<file path="config.mk">
export PLATFORM = sky130hd
export DESIGN_NAME = key_debounce_sched
export DESIGN_NICKNAME = d
export VERILOG_FILES = /design/src/rtl/key_pkg.sv /design/src/rtl/key_sync2.sv /design/src/rtl/key_debounce_sched.sv
export SDC_FILE = /design/constraint.sdc
export NUM_CORES = 1
export LEC_CHECK = 0
export CORE_MARGIN = 3
export CORE_UTILIZATION = 55
export DETAILED_ROUTE_END_ITERATION = 7
export HOLD_SLACK_MARGIN = 0.08
export PLACE_DENSITY = 0.78
export SLEW_MARGIN = 20
export SYNTH_ARGS = -nofsm -noshare
export SYNTH_HDL_FRONTEND = slang
export SYNTH_HIERARCHICAL = 1
export SYNTH_SLANG_ARGS = --single-unit
</file>
<file path="constraint.sdc">
create_clock -name clk -period 2.2 [get_ports clk]
set_clock_uncertainty 0.05 [all_clocks]
set_input_delay 0.44 -clock clk [delete_from_list [all_inputs] [get_ports clk]]
set_output_delay 0.44 -clock clk [all_outputs]
set_load 0.005 [all_outputs]
</file>
<file path="src/rtl/key_pkg.sv">
// rtl/key_pkg.sv - shared types and constants for the key debounce scheduler
// Purpose: FSM state encoding, press-counter width and key polarity.
// Ports: none (package).
package key_pkg;

  typedef enum logic [1:0] {
    SCAN = 2'd0,
    LOCK = 2'd1,
    EMIT = 2'd2
  } state_t;

  localparam int   CNT_W      = 10;
  // Keys are active-low: idle level is 1, pressed level is 0.
  localparam logic KEY_ACTIVE = 1'b0;
  localparam logic KEY_IDLE   = 1'b1;

endpackage

</file>
<file path="src/rtl/key_sync2.sv">
// rtl/key_sync2.sv - parameterized-width two-flop synchronizer, resets to idle (1)
// Purpose: bring the asynchronous raw key vector into the clk domain.
// Ports:
//   clk  - system clock
//   rst  - synchronous active-high reset, flops go to 1
//   d    - asynchronous input vector
//   q    - synchronized output vector
module key_sync2 #(
  parameter int W = 4
) (
  input  logic         clk,
  input  logic         rst,
  input  logic [W-1:0] d,
  output logic [W-1:0] q
);

  logic [W-1:0] meta;

  always_ff @(posedge clk) begin
    if (rst) begin
      meta <= '1;
      q    <= '1;
    end else begin
      meta <= d;
      q    <= meta;
    end
  end

endmodule

</file>
<file path="src/rtl/key_debounce_sched.sv">
// rtl/key_debounce_sched.sv - shared-engine round-robin key debouncer with event handshake
// Purpose: one debounce counter time-multiplexed over N_KEYS active-low keys;
//   publishes debounced levels and press/release events over valid/ready.
// Optional feature: KEY_PRESS_CNT_EN adds the `count` press counter port.
// Ports:
//   clk        - system clock, rising edge
//   rst        - synchronous active-high reset
//   key_raw    - asynchronous raw keys, active-low
//   key_level  - debounced levels, same polarity as key_raw
//   evt_valid  - event pending
//   evt_ready  - consumer accepts event when high with evt_valid
//   evt_idx    - key index of the pending event
//   evt_press  - 1 = press (1->0), 0 = release (0->1)
//   busy       - high whenever the FSM is not scanning
//   count      - accepted press events, wraps (KEY_PRESS_CNT_EN only)
module key_debounce_sched
  import key_pkg::*;
#(
  parameter int N_KEYS = 4,
  parameter int DB_CYC = 16
) (
  input  logic                      clk,
  input  logic                      rst,
  input  logic [N_KEYS-1:0]         key_raw,
  output logic [N_KEYS-1:0]         key_level,
  output logic                      evt_valid,
  input  logic                      evt_ready,
  output logic [$clog2(N_KEYS)-1:0] evt_idx,
  output logic                      evt_press,
  output logic                      busy
`ifdef KEY_PRESS_CNT_EN
  ,
  output logic [CNT_W-1:0]          count
`endif
);

  localparam int IDX_W = $clog2(N_KEYS);
  localparam int DB_W  = $clog2(DB_CYC + 1);

  state_t            state;
  logic [IDX_W-1:0]  ptr;
  logic [IDX_W-1:0]  ptr_nxt;
  logic [DB_W-1:0]   cnt;
  logic [DB_W-1:0]   cnt_inc;
  logic [N_KEYS-1:0] s;
  logic              differs;

  key_sync2 #(.W(N_KEYS)) u_sync (
    .clk (clk),
    .rst (rst),
    .d   (key_raw),
    .q   (s)
  );

  assign differs = (s[ptr] != key_level[ptr]);
  assign ptr_nxt = (ptr == IDX_W'(N_KEYS - 1)) ? '0 : ptr + 1'b1;
  assign cnt_inc = cnt + 1'b1;
  assign busy    = (state != SCAN);

  always_ff @(posedge clk) begin
    if (rst) begin
      state     <= SCAN;
      ptr       <= '0;
      cnt       <= '0;
      key_level <= {N_KEYS{KEY_IDLE}};
      evt_valid <= 1'b0;
      evt_idx   <= '0;
      evt_press <= 1'b0;
    end else begin
      case (state)
        SCAN: begin
          if (differs) begin
            state <= LOCK;
            cnt   <= '0;
          end else begin
            ptr <= ptr_nxt;
          end
        end
        LOCK: begin
          if (differs) begin
            cnt <= cnt_inc;
            if (cnt_inc == DB_W'(DB_CYC)) begin
              // s[ptr] differs from the current level, so taking it is a toggle.
              key_level[ptr] <= s[ptr];
              evt_valid      <= 1'b1;
              evt_idx        <= ptr;
              evt_press      <= (s[ptr] == KEY_ACTIVE);
              state          <= EMIT;
            end
          end else begin
            // Bounce: give up on this key and move on so others are not starved.
            state <= SCAN;
            ptr   <= ptr_nxt;
          end
        end
        EMIT: begin
          // Scanner stays parked here under backpressure; nothing else updates.
          if (evt_ready) begin
            evt_valid <= 1'b0;
            state     <= SCAN;
            ptr       <= ptr_nxt;
          end
        end
        default: state <= SCAN;
      endcase
    end
  end

`ifdef KEY_PRESS_CNT_EN
  always_ff @(posedge clk) begin
    if (rst) begin
      count <= '0;
    end else if (evt_valid && evt_ready && evt_press) begin
      count <= count + 1'b1;
    end
  end
`endif

endmodule

</file>
* Word level (Yosys, flattened, before mapping)
Cells that the tools add are included.
Operators by class: add/sub/neg operators 2, order comparisons 2, equality and inequality tests 11, multiplexer cells 23, bitwise gates (word level) 1, reductions and logical operators 12
Operator list (count):
- $mux 2 | 7
- $reduce_and 3->1 | 4
- $mux 5 | 2
- $ne 2x2->1 const B | 5
- $pmux 5 s2 | 1
- $reduce_bool 2->1 | 4
- $mux 1 | 6
- $pmux 2 s3 | 1
- $add 5x1->5 const B | 1
- $eq 5x5->1 const B | 1
- $bmux 1 s2 | 2
- $bwmux 4 | 1
- $eq 2x2->1 const B | 2
- $pmux 2 s2 | 1
- $reduce_and 4->1 | 1
- $lt 2x3->1 const B | 1
- $ne 3x3->1 const B | 1
- $add 2x1->2 const B | 1
- $demux 1 s2 | 1
- $eq 2x1->1 const B | 1
- $ge 2x1->1 const B | 1
- $logic_not 2->1 | 1
- $pmux 1 s2 | 1
- $reduce_or 2->1 | 1
- 3 further kinds | 3
Storage, ports and cells: flip-flop bits (word level) 25, bits of input ports 7, output and inout port bits 9, word-level logic and storage cells 60

* Depth between registers and ports, before layout
Gate-level depths: netlist (run 1).
depth after elaboration 5, mapped depth 6, gate-level depth less buffers 5

* By module
Netlist (run 1), hierarchy kept.
By module, submodules not included:
- key_debounce_sched | times used 1, cells an instance 123, area an instance 1176.1 µm², seq. area each 340.3 µm²
- key_sync2 | times used 1, cells an instance 16, area an instance 210.2 µm², seq. area each 160.2 µm²

* Least setup slack after synthesis (run 1)
Ideal clock, no wire load.
kind reg2reg, start point register ptr[0], end point register key_level[0], library setup time 0.135 ns, arrival 1.594 ns, required time 2.015 ns, path slack 0.422 ns, stages on the path, launching flop included 6, path buffers 1, period minus slack after synthesis 1.778 ns, path through dfxtp_1 > buf_2 > mux4_2 > nand2b_4 > nor4b_1 > o31ai_1
Between the ends: longest elaborated chain between the ends 5, elaborated cells on any way between the ends 12, those cells by class 2 x order compare; 1 x eq/ne; 7 x mux; 2 x reduce/logical
Ends and longest elaborated chain:
- from (decl) | RTL line key_debounce_sched.sv:41 | logic [IDX_W-1:0] ptr;
- from (signal assigned) | RTL line key_debounce_sched.sv:76 | ptr <= ptr_nxt;
- from (signal assigned) | RTL line key_debounce_sched.sv:93 | ptr <= ptr_nxt;
- from (signal assigned) | RTL line key_debounce_sched.sv:101 | ptr <= ptr_nxt;
- $lt 2x3->1 (implied by the code) / $ge 2x1->1 (equally long branches) | RTL line key_debounce_sched.sv:84 | key_level[ptr] <= s[ptr];
- $logic_and 1x1->1 (implied by the code) | RTL line key_debounce_sched.sv:84
- $mux 1 (implied by the code) | RTL line key_debounce_sched.sv:84
- $demux 1 s2 | RTL line key_debounce_sched.sv:84
- $bwmux 4 | RTL line key_debounce_sched.sv:84
- to (signal assigned) | RTL line key_debounce_sched.sv:65 | key_level <= {N_KEYS{KEY_IDLE}};
- to (signal, indexed assignment) | RTL line key_debounce_sched.sv:84
- to (decl) | RTL line key_debounce_sched.sv:25 | output logic [N_KEYS-1:0] key_level,
Several ways; a longest one is shown, not always the timed one. The select of a mux whose other input is x is not followed. A chain may end at the register's enable or synchronous reset.

* Worst setup path in the final report (run 1)
start point register ptr[0], end point register key_level[2]
The elaborated chain is that of the path after synthesis.

==> results of run 1 <==
## placed cells by master, fill, tap and decap left out, types with 2 or more instances in the layout
cell type,netlist,final
a211oi_1,2,2
a21oi_1,8,8
a31o_2,2,2
a31oi_1,5,5
buf_4,1,2
clkbuf_4,0,3
clkdlybuf4s50_1,0,15
dfxtp_1,25,24
ha_1,5,5
inv_1,5,5
mux2_2,2,2
mux2i_1,3,3
mux4_2,3,3
nand2_1,8,8
nand2b_1,3,3
nand3_1,5,5
nand4b_1,3,3
nor2b_1,3,3
nor3_1,4,4
nor4_1,3,3
nor4b_1,4,4
o211ai_1,2,2
o21ai_0,2,2
o311ai_2,2,2
o31ai_1,5,5
or2_1,8,8
xnor2_1,4,4
xor2_1,4,4
## sequential cells by signal, summed over array words and instances, names as in the netlist, 2 cells and up
name and flops:
cnt 5, evt_idx 2, key_level 4, ptr 2, state 2, u_sync/meta 4, u_sync/q 4
## path summary, 6_finish.rpt
path | start | endpoint | slack [ns] | depth (start not counted)
worst max-delay path | ptr[0] | key_level[2] | 0.21 | 4
worst min-delay path | u_sync/meta[0] | u_sync/q[0] | 0.37 | 1
worst max register to register | ptr[0] | key_level[2] | 0.21 | 4
worst min register to register | u_sync/meta[0] | u_sync/q[0] | 0.37 | 1
## cells in the mapped netlist, types with 2 or more instances
| library cell | n | area [sq um] |
|---|---|---|
| a211oi_1 | 2 | 15.0 |
| a21oi_1 | 8 | 40.0 |
| a31o_2 | 2 | 17.5 |
| a31oi_1 | 5 | 31.3 |
| clkbuf_1 | 3 | 11.3 |
| dfxtp_1 | 25 | 500 |
| ha_1 | 5 | 62.6 |
| inv_1 | 5 | 18.8 |
| mux2_2 | 2 | 22.5 |
| mux2i_1 | 3 | 30.0 |
| mux4_2 | 3 | 67.6 |
| nand2_1 | 8 | 30.0 |
| nand2b_1 | 3 | 18.8 |
| nand3_1 | 5 | 25.0 |
| nand4b_1 | 3 | 26.3 |
| nor2b_1 | 3 | 18.8 |
| nor3_1 | 4 | 20.0 |
| nor4_1 | 3 | 18.8 |
| nor4b_1 | 4 | 35.0 |
| o211ai_1 | 2 | 15.0 |
| o21ai_0 | 2 | 10.0 |
| o311ai_2 | 2 | 32.5 |
| o31ai_1 | 5 | 37.5 |
| or2_1 | 8 | 50.1 |
| xnor2_1 | 4 | 35.0 |
| xor2_1 | 4 | 35.0 |
## power groups by stage
| stage | clock [W] | sequential, W | combinational (W) |
|---|---|---|---|
| after floorplan | 0 | 0.000526 | 0.000223 |
| after global placement | 0 | 0.000547 | 0.000261 |
| after detailed placement | 0 | 0.000552 | 0.000272 |
| after CTS | 0.000212 | 0.000542 | 0.000273 |
| after global routing | 0.000229 | 0.000550 | 0.000297 |
| final | 0.000202 | 0.000542 | 0.000277 |
## layout make-up
type                            instances  area [sq um]
Tap cell                               28          35.0
Clock buffer                            3          22.5
Multi-Input combinational cell        103           832
Clock inverter                          1          5.00
Fill cell                             199           717
Sequential cell                        25           502
Inverter                                5          18.8
Timing Repair Buffer                   17           165
## stage by stage
stage	total power, W	utilization [%]
3_5_place_dp	0.000825	67.5
4_1_cts	0.00103	68.7
6_report	0.00102	68.8
3_3_place_gp	0.000808	67.5
5_1_grt	0.00108	68.8
2_1_floorplan	0.000748	-
## repair_timing
item / in CTS / in global routing
resized for setup: 0 / 1
endpoints found under the setup margin: 0 / 1
hold buffers: 0 / 0
## cells by family (layout without fill, tap and decap cells)
group / after synthesis / count (layout) / synth area share (%)
muxes: 9 / 9 / 10.6
DFF: 25 / 25 / 36.1
and+or+nand+nor: 46 / 46 / 20.7
xor gates and xnor gates: 8 / 8 / 5.05
adders and majority gates: 5 / 5 / 4.51
AOI/OAI and AO/OA: 35 / 35 / 19.2
buffers and inverters: 11 / 26 / 3.88
## metal layers
metal	wire length (microns)	share of wire, %	up-vias
met1	1360	47	545
met4	67	2.3	0
met5	0	0	-
li1	-	-	561
met2	1280	44	52
met3	186	6.4	8
==> summary.md, run 1 <==
| Metric | Value |
|---|---|
| Status | `complete, no violations` |
| Tmin final | `1.99 ns` |
| Synthesized instance count | `139` |
| Dpl ws | `0.233 ns` |
| Post-synthesis cell area | `1390 sq um` |
| Worst Path Required | `2.35 ns` |
| Final worst slack | `0.207 ns` |
| Crit path buffers/inverters | `0` |
| CTS sink cnt | `25` |
| Slowest cell delay on critical path | `0.64 ns` |
| Layout cells sized above 1 | `13.6%` |
| Post-synth ARST share | `0%` |
| Initial antenna violation count | `0` |
| Total wire length | `2.89 mm` |
| Post-layout instance area | `1580 sq um` |
| Worst-path fanout max | `11` |
| Number of post-CTS setup repair buffers | `0` |
| Vias/cell | `6.41` |
| Die width | `56.2 microns` |
| Library cells used by synthesis | `42` |
| F_max | `502 MHz` |
| Worst hold slack | `0.371 ns` |
| Pin count of the biggest net entering global routing | `24` |
| Slowest cell on crit path | `mux4_2` |
| Starting Density | `60.3%` |
| 1st-pass router iterations | `6` |
| Combinational share of power | `27.1%` |
| Mapped Nets | `151` |
| Die H | `56.2 microns` |
| Pins Over Slew Limit | `0` |
| Clk pwr share | `19.8%` |
| Worst Path Arrival | `2.14 ns` |
| CTS Root Cell | `clkbuf_4` |
| Final Hold Viols | `0` |
| First-pass GRT wire length | `5.04 mm` |
| Setup TNS | `0 ns` |
| Gp weighted congestion | `0.811` |
| Sequential share of the synthesized area | `36.1%` |
| CP delay by family, top | `multiplexers` |
| Final setup fails | `0` |
| Sequential power share | `53.1%` |
| Area grow syn2layout | `14.0%` |
| Sw Ratio | `31.7%` |
| Cell total after placement | `178` |
| Switching power | `0.000324 W` |
| CTS clk-pin slew, worst paths | `0.14 ns` |
| Hold WC Path Type | `flop to flop` |
| Drt initial violations | `51` |
| Core box area | `2300 sq um` |
| Maximum VDD drop | `0.000569 V` |
| Via count | `1166` |
| CP Cell Sequence | `mux4_2 -> nand2b_4 -> nor4b_1 -> o31ai_1` |
| MaxCap Viol Count | `0` |
| H-Tree Depth | `1` |
| Final worst-path cycle share | `90.6%` |
| I/O pin cnt | `16` |
| Placed cell areas | `1550 sq um` |
| P_int | `0.000697 W` |
| Clk buf depth | `2` |
| Remaining routing DRC violations | `0` |
| Max-slew headroom | `65.4%` |
| Met1 usage | `26.5%` |
| RSZ-0062 raised after global routing | `false` |
| Layout Cells excl Fill | `182` |
| Number of diodes | `0` |
| Global route hottest layer | `met2` |
| Number of synthesized flops with an enable pin | `0` |
| CTS tree | `yes` |
| Crit start category | `flop` |
| Global route overflow | `0` |
| Port Buffers | `15` |
| Antenna Violating Nets Remaining | `0` |
| HPWL Detailed | `2.05 mm` |
| Main synth FF type | `dfxtp_1` |
| Seq cells post-synth | `25` |
| Nets | `167` |
| Avg Cell Area, Syn | `9.97 sq um` |
| Met3 global-route usage | `2.32%` |
| CTS buffer count | `3` |
| Drt wl/cell | `15.9 microns` |
| Die footprint | `3160 sq um` |
| Vias in the first global route | `1102` |
| Clock Latency Late Sink | `0.31 ns` |
| FP Rows | `17` |
| Pwr dens | `646 nW/um^2` |
| Crit. End Element | `flop` |
| Worst slew pin tran | `0.505 ns` |
| GR Util met2 | `30.6%` |
| Tot GR Track Use | `19.6%` |
| Leakage power | `0.567 nW` |
| Syn. warnings | `6` |
| Crit Path Class | `flop to flop` |
No activity file was read; power rests on OpenSTA's default activity.
==> inputs of run 2 (changes only) <==
--- a/config.mk
+++ b/config.mk
@@ -10,6 +10,8 @@
 export DETAILED_ROUTE_END_ITERATION = 7
 export HOLD_SLACK_MARGIN = 0.08
 export PLACE_DENSITY = 0.78
+export REMOVE_ABC_BUFFERS = 1
+export SKIP_LAST_GASP = 1
 export SLEW_MARGIN = 20
 export SYNTH_ARGS = -nofsm -noshare
 export SYNTH_HDL_FRONTEND = slang
==> run 2 against run 1 <==
- wire length rose by 7.5%
- first-iteration DRC count rose by 9.8%
- largest power group unchanged
- sequential share of layout area fell by 1.1 points
- flip-flop and latch count did not move
==> summary.md, run 2 (synthesis gave the netlist of run 1 again) <==
| Metric | Value |
|---|---|
| Initial antenna violation count | `0` |
| Clock Latency Late Sink | `0.33 ns` |
| Commonest non-fill, non-tap cell in the layout | `dfxtp_1` |
| Drt initial violations | `56` |
| Port Buffers | `15` |
| Crit. End Element | `flop` |
| Die footprint | `3160 sq um` |
| Met1 usage | `27.6%` |
| Die width | `56.2 microns` |
| Die H | `56.2 microns` |
| Filler Cells Inserted | `173` |
| Worst Min Path Start | `u_sync/meta[3]` |
| MaxCap Viol Count | `0` |
| CTS Root Cell | `clkbuf_4` |
| Final worst slack | `0.138 ns` |
| Crit path from | `ptr[0]` |
| Critical R2R Launch | `ptr[0]` |
| I/O pin cnt | `16` |
| Total wire length | `3.11 mm` |
| Tmin final | `2.06 ns` |
| Setup TNS | `0 ns` |
| Pwr dens | `648 nW/um^2` |
| Worst Path Arrival | `2.24 ns` |
| Worst slew pin tran | `0.469 ns` |
| Met3 global-route usage | `4.87%` |
| Layout cells sized above 1 | `16.8%` |
| Antenna Violating Nets Remaining | `0` |
| Final Hold Viols | `0` |
| Reg2reg path depth | `4` |
| Dpl ws | `0.163 ns` |
| Tot GR Track Use | `21.0%` |
| Crit Path Class | `flop to flop` |
| Hold WC Path Type | `flop to flop` |
| Global route overflow | `0` |
| Drt wl/cell | `16.4 microns` |
| First-pass GRT wire length | `5.38 mm` |
| Final setup fails | `0` |
| Number of diodes | `0` |
| Starting Density | `60.3%` |
| Post-CTS Hold Fix Bufs | `0` |
| Pin count of the biggest net entering global routing | `17` |
| F_max | `485 MHz` |
| Via count | `1197` |
| Max FFs per register | `5` |
| H-Tree Depth | `1` |
| Worst-path fanout max | `11` |
| WHS Path Cells | `1` |
| Area grow syn2layout | `18.0%` |
| Most frequent cells in the layout | `dfxtp_1, clkdlybuf4s50_1, buf_4` |
| CTS clk-pin slew, worst paths | `0.15 ns` |
| Pins Over Slew Limit | `0` |
| GR Util met2 | `34.1%` |
| Vias in the first global route | `1156` |
| Core box area | `2300 sq um` |
| FP Rows | `17` |
| Crit start category | `flop` |
| Maximum VDD drop | `0.000599 V` |
| Gp weighted congestion | `0.802` |
| Hold worst-path end | `u_sync/q[3]` |
| CTS sink cnt | `25` |
| Nets | `174` |
| Clk buf depth | `2` |
| RSZ-0062 raised after global routing | `false` |
| Leakage power | `0.601 nW` |
| Status | `complete, no violations` |
| Final worst-path cycle share | `93.7%` |
| Worst Path Required | `2.38 ns` |
| CTS tree | `yes` |
| Reg-to-Reg End | `key_level[1]` |
| HPWL Detailed | `2.31 mm` |
| Max-slew headroom | `68.7%` |
| 1st-pass router iterations | `4` |
| Global route hottest layer | `met2` |
| Number of post-CTS setup repair buffers | `0` |
| Vias/cell | `6.33` |
| Remaining routing DRC violations | `0` |
| Reg with most FFs | `cnt` |
| Internal reg-to-reg setup slack | `0.14 ns` |
| Post-CTS sizing | `0` |
| CTS buffer count | `3` |
==> run 2: cell count changes in the layout (fill, tap and decap cells not counted) <==
cell and delta:
clkinv_2 -1, dfxtp_2 -1, buf_4 +7, inv_6 +1
dfxtp_1 +1
==> run 2: worst max-delay path by stage <==
stage / slack [ns] / cells after the start / endpoint
after detailed placement: 0.16 / 4 / key_level[3]
final: 0.14 / 4 / key_level[1]
after global routing: 0.02 / 4 / key_level[2]
after floorplan: 0.40 / 4 / key_level[0]
after CTS: 0.15 / 4 / key_level[3]
after global placement: 0.23 / 4 / key_level[1]
==> run 2: final cells by class <==
cell class                      count  area, sq um  area share [%]
Multi-Input combinational cell    103          832            50.9
Clock buffer                        3         22.5            1.38
Tap cell                           28         35.0            2.14
Clock inverter                      1         8.76           0.536
Inverter                            5         18.8            1.15
Sequential cell                    25          500            30.6
Timing Repair Buffer               24          218            13.3
==> run 2: layer usage <==
| metal | vias up | wire length, microns | part of all wire [%] |
|---|---|---|---|
| li1 | 575 | - | - |
| met1 | 565 | 1400 | 45 |
| met2 | 53 | 1470 | 47 |
| met3 | 4 | 203 | 6.5 |
| met4 | 0 | 31 | 1.0 |
| met5 | - | 0 | 0 |
==> run 2: critical path, stage by stage (launching register included) <==
cell	delay (ns)
dfxtp_1	0.64
mux4_2	0.65
nand2b_4	0.19
nor4b_1	0.27
o31ai_1	0.15
==> run 2: stage by stage <==
stage	hold slack, ns	std cells	power (W)	area [sq um]	utilization (%)
floorplan	0.333	133	0.000732	1350	-
global placement	0.342	185	0.000819	1600	69.8
detailed placement	0.341	185	0.000835	1600	69.8
CTS	0.375	189	0.00106	1640	71.2
global route	0.388	189	0.00112	1640	71.2
finish	0.377	189	0.00106	1640	71.2
==> run 2: power by group <==
group	switching [W]	internal [W]
clock	0.000155	0.0000743
sequential	0.0000573	0.000484
combinational	0.000136	0.000152
==> inputs of run 3 (changes only) <==
--- a/config.mk
+++ b/config.mk
@@ -12,7 +12,7 @@
 export PLACE_DENSITY = 0.78
 export REMOVE_ABC_BUFFERS = 1
 export SKIP_LAST_GASP = 1
-export SLEW_MARGIN = 20
+export SLEW_MARGIN = 5
 export SYNTH_ARGS = -nofsm -noshare
 export SYNTH_HDL_FRONTEND = slang
 export SYNTH_HIERARCHICAL = 1
==> results of run 3 <==
The final DEF is identical to that of run 2; final timing and power are the same.
